==> src/rtl/ex_muldiv_unit.sv <==
// ---------------------------------------------------------------------------
// ex_muldiv_unit
//
// Multi-cycle multiply/divide engine that sits in the EX stage right behind
// the ID/EX pipeline register. It takes the RD1/RD2 operands of
// MULT/MULTU/DIV/DIVU and produces the 64-bit HI/LO result for the HI/LO
// write-back path. While an operation is in flight, it holds the front of
// the pipeline with a combinational stall.
//
// Ports:
//   clk     in   1   clock, rising edge
//   rst     in   1   asynchronous active-high reset
//   flush   in   1   synchronous abort of the operation in flight
//   start   in   1   EX holds a mul/div instruction (sampled only in IDLE)
//   op      in   2   00 MULT, 01 MULTU, 10 DIV, 11 DIVU
//   rs_val  in  32   operand A (multiplicand / dividend)
//   rt_val  in  32   operand B (multiplier / divisor)
//   stall   out  1   combinational hold for the IF/ID/EX registers
//   busy    out  1   registered, high while in MUL or DIV
//   done    out  1   registered one-cycle pulse, hi/lo valid
//   hi      out 32   product[63:32] or remainder
//   lo      out 32   product[31:0] or quotient
//
// Parameters:
//   MUL_CYCLES  cycles spent in MUL (minimum 1)
//   DIV_ITER    restoring-division iterations; must equal operand width (32)
// ---------------------------------------------------------------------------
module ex_muldiv_unit #(
    parameter int MUL_CYCLES = 3,
    parameter int DIV_ITER   = 32
) (
    input  logic        clk,
    input  logic        rst,
    input  logic        flush,
    input  logic        start,
    input  logic [1:0]  op,
    input  logic [31:0] rs_val,
    input  logic [31:0] rt_val,
    output logic        stall,
    output logic        busy,
    output logic        done,
    output logic [31:0] hi,
    output logic [31:0] lo
);

    localparam int MAX_CNT = (MUL_CYCLES > DIV_ITER) ? MUL_CYCLES : DIV_ITER;
    localparam int CNT_W   = $clog2(MAX_CNT + 1);

    typedef enum logic [1:0] {
        S_IDLE,
        S_MUL,
        S_DIV,
        S_DONE
    } state_t;

    state_t state;
    state_t next_state;

    logic [CNT_W-1:0] count;
    logic [31:0]      a_mag;
    logic [31:0]      b_mag;
    logic [31:0]      rem_q;
    logic [31:0]      quo_q;
    logic             neg_q;
    logic             neg_r;

    // Operand conditioning for the start edge. Signed ops work on
    // magnitudes; the result signs are remembered separately and applied
    // once at the end. 0x80000000 keeps its bit pattern, which is its
    // correct unsigned magnitude.
    logic        accept;
    logic        sign_a;
    logic        sign_b;
    logic [31:0] abs_a;
    logic [31:0] abs_b;

    always_comb begin
        accept = (state == S_IDLE) && start && !flush;
        sign_a = !op[0] && rs_val[31];
        sign_b = !op[0] && rt_val[31];
        abs_a  = sign_a ? (~rs_val + 32'd1) : rs_val;
        abs_b  = sign_b ? (~rt_val + 32'd1) : rt_val;
    end

    // One restoring-division step. The partial remainder always stays below
    // the divisor, so the shifted value fits in 33 bits. Bit 32 of the trial
    // difference acts as the borrow.
    logic [32:0] shifted;
    logic [32:0] diff;
    logic        step_ok;
    logic [31:0] rem_next;
    logic [31:0] quo_next;
    logic [31:0] rem_fix;
    logic [31:0] quo_fix;

    always_comb begin
        shifted  = {rem_q, quo_q[31]};
        diff     = shifted - {1'b0, b_mag};
        step_ok  = !diff[32];
        rem_next = step_ok ? diff[31:0] : shifted[31:0];
        quo_next = {quo_q[30:0], step_ok};
        // With a zero divisor, the quotient saturates to all ones and is
        // reported unchanged. The remainder fixup restores the original
        // dividend.
        quo_fix  = (neg_q && (b_mag != 32'd0)) ? (~quo_next + 32'd1) : quo_next;
        rem_fix  = neg_r ? (~rem_next + 32'd1) : rem_next;
    end

    // The magnitude product is formed from the latched operands and
    // negated when exactly one signed input was negative.
    logic [63:0] prod_mag;
    logic [63:0] prod;

    always_comb begin
        prod_mag = 64'(a_mag) * 64'(b_mag);
        prod     = neg_q ? (~prod_mag + 64'd1) : prod_mag;
    end

    logic last;
    assign last = (count == '0);

    // State register
    always_ff @(posedge clk or posedge rst) begin
        if (rst) begin
            state <= S_IDLE;
        end else begin
            state <= next_state;
        end
    end

    // Next-state logic. A flush always returns to IDLE, and it wins over
    // start in the same cycle. DONE lasts exactly one cycle.
    always_comb begin
        next_state = state;
        case (state)
            S_IDLE: begin
                if (accept) begin
                    next_state = op[1] ? S_DIV : S_MUL;
                end
            end
            S_MUL, S_DIV: begin
                if (flush) begin
                    next_state = S_IDLE;
                end else if (last) begin
                    next_state = S_DONE;
                end
            end
            S_DONE: begin
                next_state = S_IDLE;
            end
            default: begin
                next_state = S_IDLE;
            end
        endcase
    end

    // Output logic. Stall is dropped in DONE so the instruction leaves EX
    // on the edge that ends DONE. A follower's start is only seen in IDLE.
    always_comb begin
        stall = (state == S_MUL) || (state == S_DIV) || accept;
    end

    // Datapath, counter and registered status flags. Operands are captured
    // only on the accepting edge, so later changes on rs_val/rt_val and
    // starts during MUL/DIV have no effect. hi/lo are written only on the
    // edge that enters DONE.
    always_ff @(posedge clk or posedge rst) begin
        if (rst) begin
            count <= '0;
            a_mag <= '0;
            b_mag <= '0;
            rem_q <= '0;
            quo_q <= '0;
            neg_q <= 1'b0;
            neg_r <= 1'b0;
            hi    <= '0;
            lo    <= '0;
            busy  <= 1'b0;
            done  <= 1'b0;
        end else begin
            busy <= (next_state == S_MUL) || (next_state == S_DIV);
            done <= (next_state == S_DONE);
            case (state)
                S_IDLE: begin
                    if (accept) begin
                        a_mag <= abs_a;
                        b_mag <= abs_b;
                        neg_q <= sign_a ^ sign_b;
                        neg_r <= sign_a;
                        rem_q <= '0;
                        quo_q <= abs_a;
                        count <= op[1] ? CNT_W'(DIV_ITER - 1) : CNT_W'(MUL_CYCLES - 1);
                    end
                end
                S_MUL: begin
                    if (!flush) begin
                        if (last) begin
                            hi <= prod[63:32];
                            lo <= prod[31:0];
                        end else begin
                            count <= count - 1'b1;
                        end
                    end
                end
                S_DIV: begin
                    if (!flush) begin
                        rem_q <= rem_next;
                        quo_q <= quo_next;
                        if (last) begin
                            hi <= rem_fix;
                            lo <= quo_fix;
                        end else begin
                            count <= count - 1'b1;
                        end
                    end
                end
                default: begin
                end
            endcase
        end
    end

endmodule

==> config.mk <==
export PLATFORM = sky130hd
export DESIGN_NAME = ex_muldiv_unit
export DESIGN_NICKNAME = d
export VERILOG_FILES = /design/src/rtl/ex_muldiv_unit.sv
export SDC_FILE = /design/constraint.sdc
export NUM_CORES = 2
export LEC_CHECK = 0
export ABC_CLOCK_PERIOD_IN_PS = 9000
export BUFFER_PORTS_ARGS = -buffer_cell sky130_fd_sc_hd__buf_4
export CORE_ASPECT_RATIO = 0.5
export CORE_MARGIN = 5
export CORE_UTILIZATION = 41
export CTS_CLUSTER_DIAMETER = 40
export CTS_CLUSTER_SIZE = 8
export DETAILED_ROUTE_END_ITERATION = 12
export MAX_ROUTING_LAYER = met4
export PLACE_DENSITY = 0.64
export SYNTH_ARGS = -nofsm -noshare
export SYNTH_HDL_FRONTEND = slang
export SYNTH_SLANG_ARGS = --single-unit
==> constraint.sdc <==
create_clock -name clk -period 9 [get_ports clk]
set_clock_uncertainty 0.15 [all_clocks]
set_input_delay 0 -clock clk [delete_from_list [all_inputs] [get_ports clk]]
set_output_delay 0 -clock clk [all_outputs]
set_load 0.02 [all_outputs]
# Word-level counts from Yosys, hierarchy flattened
# Cells that the tools add are included.
[word_totals]
regBits = 204
elab_cells = 93
[classes]
n_addsub = 7
multipliers = 1
n_eq_ne = 13
n_mux = 32
bitwise = 6
reduce_logical = 22
[op_table]
columns = ["cell", "count"]
rows = [
  ["32-bit 2-to-1 mux", 17],
  ["32-bit one-hot mux with 2 select lines", 4],
  ["32-bit by 1-bit adder with 32-bit output, second input constant", 4],
  ["32-bit NOT", 4],
  ["64-bit by 1-bit adder with 64-bit output, second input constant", 1],
  ["32-bit by 32-bit multiplier with 64-bit output", 1],
  ["64-bit 2-to-1 mux", 1],
  ["64-bit NOT", 1],
  ["33-bit by 32-bit subtractor with 33-bit output", 1],
  ["32-bit nonzero test", 1],
  ["6-bit 2-to-1 mux", 3],
  ["2-bit inequality test, second input constant", 7],
  ["6-bit one-hot mux with 2 select lines", 1],
  ["2-bit == test, second input constant", 4],
  ["2-bit 2-to-1 mux", 4],
  ["6-bit logical NOT", 1],
  ["2-bit one-hot mux with 3 select lines", 1],
  ["2-bit nonzero test", 3],
  ["6-bit by 1-bit subtractor with 6-bit output, second input constant", 1],
  ["1-bit logical AND", 5],
  ["5-bit 2-to-1 mux", 1],
  ["5-bit AND reduction", 1],
  ["2-bit by 1-bit == test with 1-bit output, second input constant", 2],
  ["4-bit AND reduction", 1],
  ["other kinds (7)", 11],
]

# Depth between registers and ports, before layout
[logic_depth]
depth_word = 8
mapped_depth = 32
ltp_nobuf = 28

# Worst setup path after synthesis
# No wires, ideal clock.
[synth_timing]
kind = "register to register"
from = "register b_mag[8]"
to = "register hi[29]"
t_arrival_ns = 8.130
required_time_ns = 8.725
setup_slack_ns = 0.595
path_stages_with_launch = 29
path_buffers = 3
path_cell_list = "dfrtp_1 > clkbuf_1 > clkbuf_1 > nand2_1 > fa_1 > fa_1 > fa_1 > fa_1 > inv_1 > fa_1 > fa_1 > fa_1 > inv_1 > fa_1 > inv_1 > ha_1 > clkbuf_1 > and4_1 > and2_1 > a22oi_1 > a21boi_1 > or4_1 > o211ai_1 > nand2_1 > nor4_2 > nand2_2 > o31ai_1 > xnor2_1 > o21ai_1"
[synth_between]
elab_chain_len = 8
word_cells_on_any_way = 14
classes_between = "3 x add/sub; 1 x mul; 8 x mux; 2 x bitwise"
[synth_lines]
columns = ["element", "line_no", "source"]
rows = [
  ["start, declared", "61", "logic [31:0] b_mag;"],
  ["start signal, assigned", "187", "b_mag <= abs_b;"],
  ["parallel branches: the longest is 7 deep, another holds 32-bit by 32-bit multiplier with 64-bit output", "-", ""],
  ["32-bit one-hot mux with 2 select lines (*)", "183", "case (state)"],
  ["end signal, assigned", "198", "hi <= prod[63:32];"],
  ["end signal, assigned", "210", "hi <= rem_fix;"],
  ["end, declared", "42", "output logic [31:0] hi,"],
]
# Mark *: on every way between the ends. The select of a mux whose other input is x is not followed.
# A chain may end at the register's enable or synchronous reset.

# Worst setup path in the final report
[layout_timing]
from = "register a_mag[13]"
to = "register hi[29]"
[layout_between]
elab_chain_len = 7
[layout_lines]
columns = ["element", "line_no", "source"]
rows = [
  ["start, declared", "60", "logic [31:0] a_mag;"],
  ["start signal, assigned", "186", "a_mag <= abs_a;"],
  ["32-bit by 32-bit multiplier with 64-bit output (*)", "115", "prod_mag = 64'(a_mag) * 64'(b_mag);"],
  ["64-bit NOT", "116", "prod = neg_q ? (~prod_mag + 64'd1) : prod_mag;"],
  ["64-bit by 1-bit adder with 64-bit output", "116", ""],
  ["64-bit 2-to-1 mux (*)", "116", ""],
  ["32-bit 2-to-1 mux (*)", "197", "if (last) begin"],
  ["32-bit 2-to-1 mux (*)", "196", "if (!flush) begin"],
  ["32-bit one-hot mux with 2 select lines (*)", "183", ""],
]
# Every way passes the cells marked *; elsewhere a longest branch is shown, timed or not. The select of a mux whose other input is x is not followed.

==> results.md <==
* Clk buf depth at 3
* CTS root buf: clkbuf_16
* Crit-path slowest cell: fa_2
* Antenna violation net count after detailed routing at 0
* Final period util at 97.78%
* Die Wd at 502.4 um
* Post-synth top area cell: fa_1
* Gr usage total at 26.06%
* Max Cap Violations at 0
* Most common cell after layout, fill and taps aside: inv_1
* Hold Crit Class: input port to register
* Slowest stage delay, CP at 0.62 ns
* Clk slew on worst S/H paths at 0.05 ns
* Initial antenna violation count at 12
* Total gr overflow at 0
* GP Congestion at 0.9721
* Final instance area at 0.05737 sq mm
* Vias in the first global route at 42512
* Max Fclk at 113.6 MHz
* Die H at 256.2 um
* First-pass GRT wire length at 255900 um
* Worst path arrival time at 9.13 ns
* Post-DP HPWL at 134400 um
* TNS Setup at 0 ns
* Max transition margin at 23.90%
* Core ar. at 0.1205 sq mm
* Drt initial violations at 4059
* Most used cell, CP: fa_1
* CP required at 9.33 ns
* # H-tree levels at 2
* Post-Route WL at 163700 um
* Synth Register Bits at 204
* Syn. warnings at 0
* Maximum fanout along the worst path at 13
* Layout cells sized above 1 at 11.72%
* Crit path launch type: register
* Least-Margin Pin Slew at 1.139 ns
* Avg Cell Area, Syn at 8.528 sq um
* Worst slack at placement at -0.05689 ns
* I/O Buffers at 136
* Routed wire per std cell at 21.18 um
* Dpl cell area at 0.05397 sq mm
* Largest net degree at the start of global routing at 100
* DRC Markers at 0
* IO Pins at 137
* Row count at 90
* Area grow syn2layout at 15.45%
* Syn nets at 7100
* First-pass iteration count of the detailed router at 6
* Final Hold Viols at 0
* Kind of critical path: register to register
* Synth async-reset ratio at 100.0%
* # setup viols final at 0
* Clock Sinks at 204
* Post-synth EDFFs at 0
* Commonest cells after routing, fill and taps aside: 923 x inv_1, 883 x fa_1, 800 x nand2_1
* Post-Synthesis Cells at 5827
* Dominant cells by area after synthesis: fa_1 36%, dfrtp_1 10%, and2_1 7.7%
* Top-area cell type share of the netlist area at 36.14%
* Crit path capture type: register
* Sequential fraction of the synthesis area at 10.27%
* Status: finished clean
* Final WS setup at 0.1999 ns
* Routed vias at 42510
* Top FF cell, synth: dfrtp_1
* Initial Util at 41.24%
* Mapped Area at 0.04969 sq mm
* DR vias/cell at 5.499
* Count of final max-slew check failures at 0
* Number of CTS-inserted buffers at 47
* Distinct cells, synth at 106
* Fin nets at 7352
* Worst-skew pair later-pin latency at 0.61 ns
* Die area at 0.1287 sq mm
* Post-route minimum period at 8.800 ns
* CTS tree: done
-- cell usage after synthesis (33+ instances only) --
library cell,number
inv_1,924
o31ai_1,33
and2_1,613
nor3_1,74
a21o_1,36
clkbuf_1,324
nor4_1,37
dfrtp_1,204
a31oi_1,37
xnor2_1,134
nand3_1,51
o21ai_0,310
fa_1,897
ha_1,306
nand4_1,51
nor2_1,178
a21oi_1,218
xor2_1,91
nand2_1,805
-- through the flow --
stage          util [%]  hold slack, ns  cells
2_1_floorplan         -        -0.06093   5827
3_3_place_gp      44.80         0.01112   7507
3_5_place_dp      44.80       -0.001372   7507
4_1_cts           46.97          0.1169   7695
5_1_grt           47.60          0.2085   7724
6_report          47.62          0.1535   7730
-- layer usage --
metal	global-route usage, %	part of all wire (%)	vias to the layer above
li1	-	-	18933
met1	37.75	45	21476
met2	37.91	43	1874
met3	5.245	9.7	227
met4	5.358	2.3	0
met5	-	0	-
-- critical path, delay by kind of cell (launching register included) --
family | cells | cell delay, ns
compound gates | 5 | 0.96
fa+ha+maj | 9 | 4.44
simple gates | 7 | 1.66
flops | 1 | 0.47
buf+inv | 7 | 0.81
xor+xnor | 1 | 0.18
-- cell families (layout without fill, tap and decap cells) --
kind of cell	count (synthesis)	after routing	share of synthesized area [%]
AND/OR/NAND/NOR	1968	1968	19.86
other	0	12	0
buffers and inverters	1276	1557	9.699
XOR/XNOR	225	225	3.966
multiplexers	39	39	0.8107
adder cells (fa/ha/maj)	1203	1203	43.84
flip-flops	204	204	10.27
AO/OA/AOI/OAI	912	912	11.55
-- cell type report --
cell class	instances	area [sq um]
fillers	11420	63120
multi-input cells	4347	40350
flip-flops and latches	204	5127
repair buffers	553	4875
inverters	926	3483
well taps	1610	2014
clock buffers	53	1251
clock inverters	25	246.5
diodes	12	30.03
-- sequential cells by signal (all words and copies together) (netlist names), 2 cells and up --
signal	cells
state	2
a_mag	32
count	6
lo	32
rem_q	32
hi	32
quo_q	32
b_mag	32
-- final timing paths --
kind	slack, ns	endpoint	from	depth (start not counted)
max in group asynchronous	6.66	a_mag[20]	rst	5
min in group asynchronous	0.55	a_mag[5]	rst	4
hold / removal	0.15	b_mag[0]	rt_val[0]	4
setup reg to reg	0.20	hi[29]	a_mag[13]	29
hold reg to reg	0.33	hi[8]	hi[8]	2
setup / recovery	0.20	hi[29]	a_mag[13]	29
-- timing repair --
action	4_1_cts	5_1_grt
endpoints found under the hold margin	212	0
resized for setup	8	155
setup endpoints to repair	8	37
hold buffers	110	0
pin swaps	0	49
buffers inserted	0	23
Power is left out: the tool's default activity adds up to more than one toggle a clock period on the data nets, which glitch-free logic cannot reach.
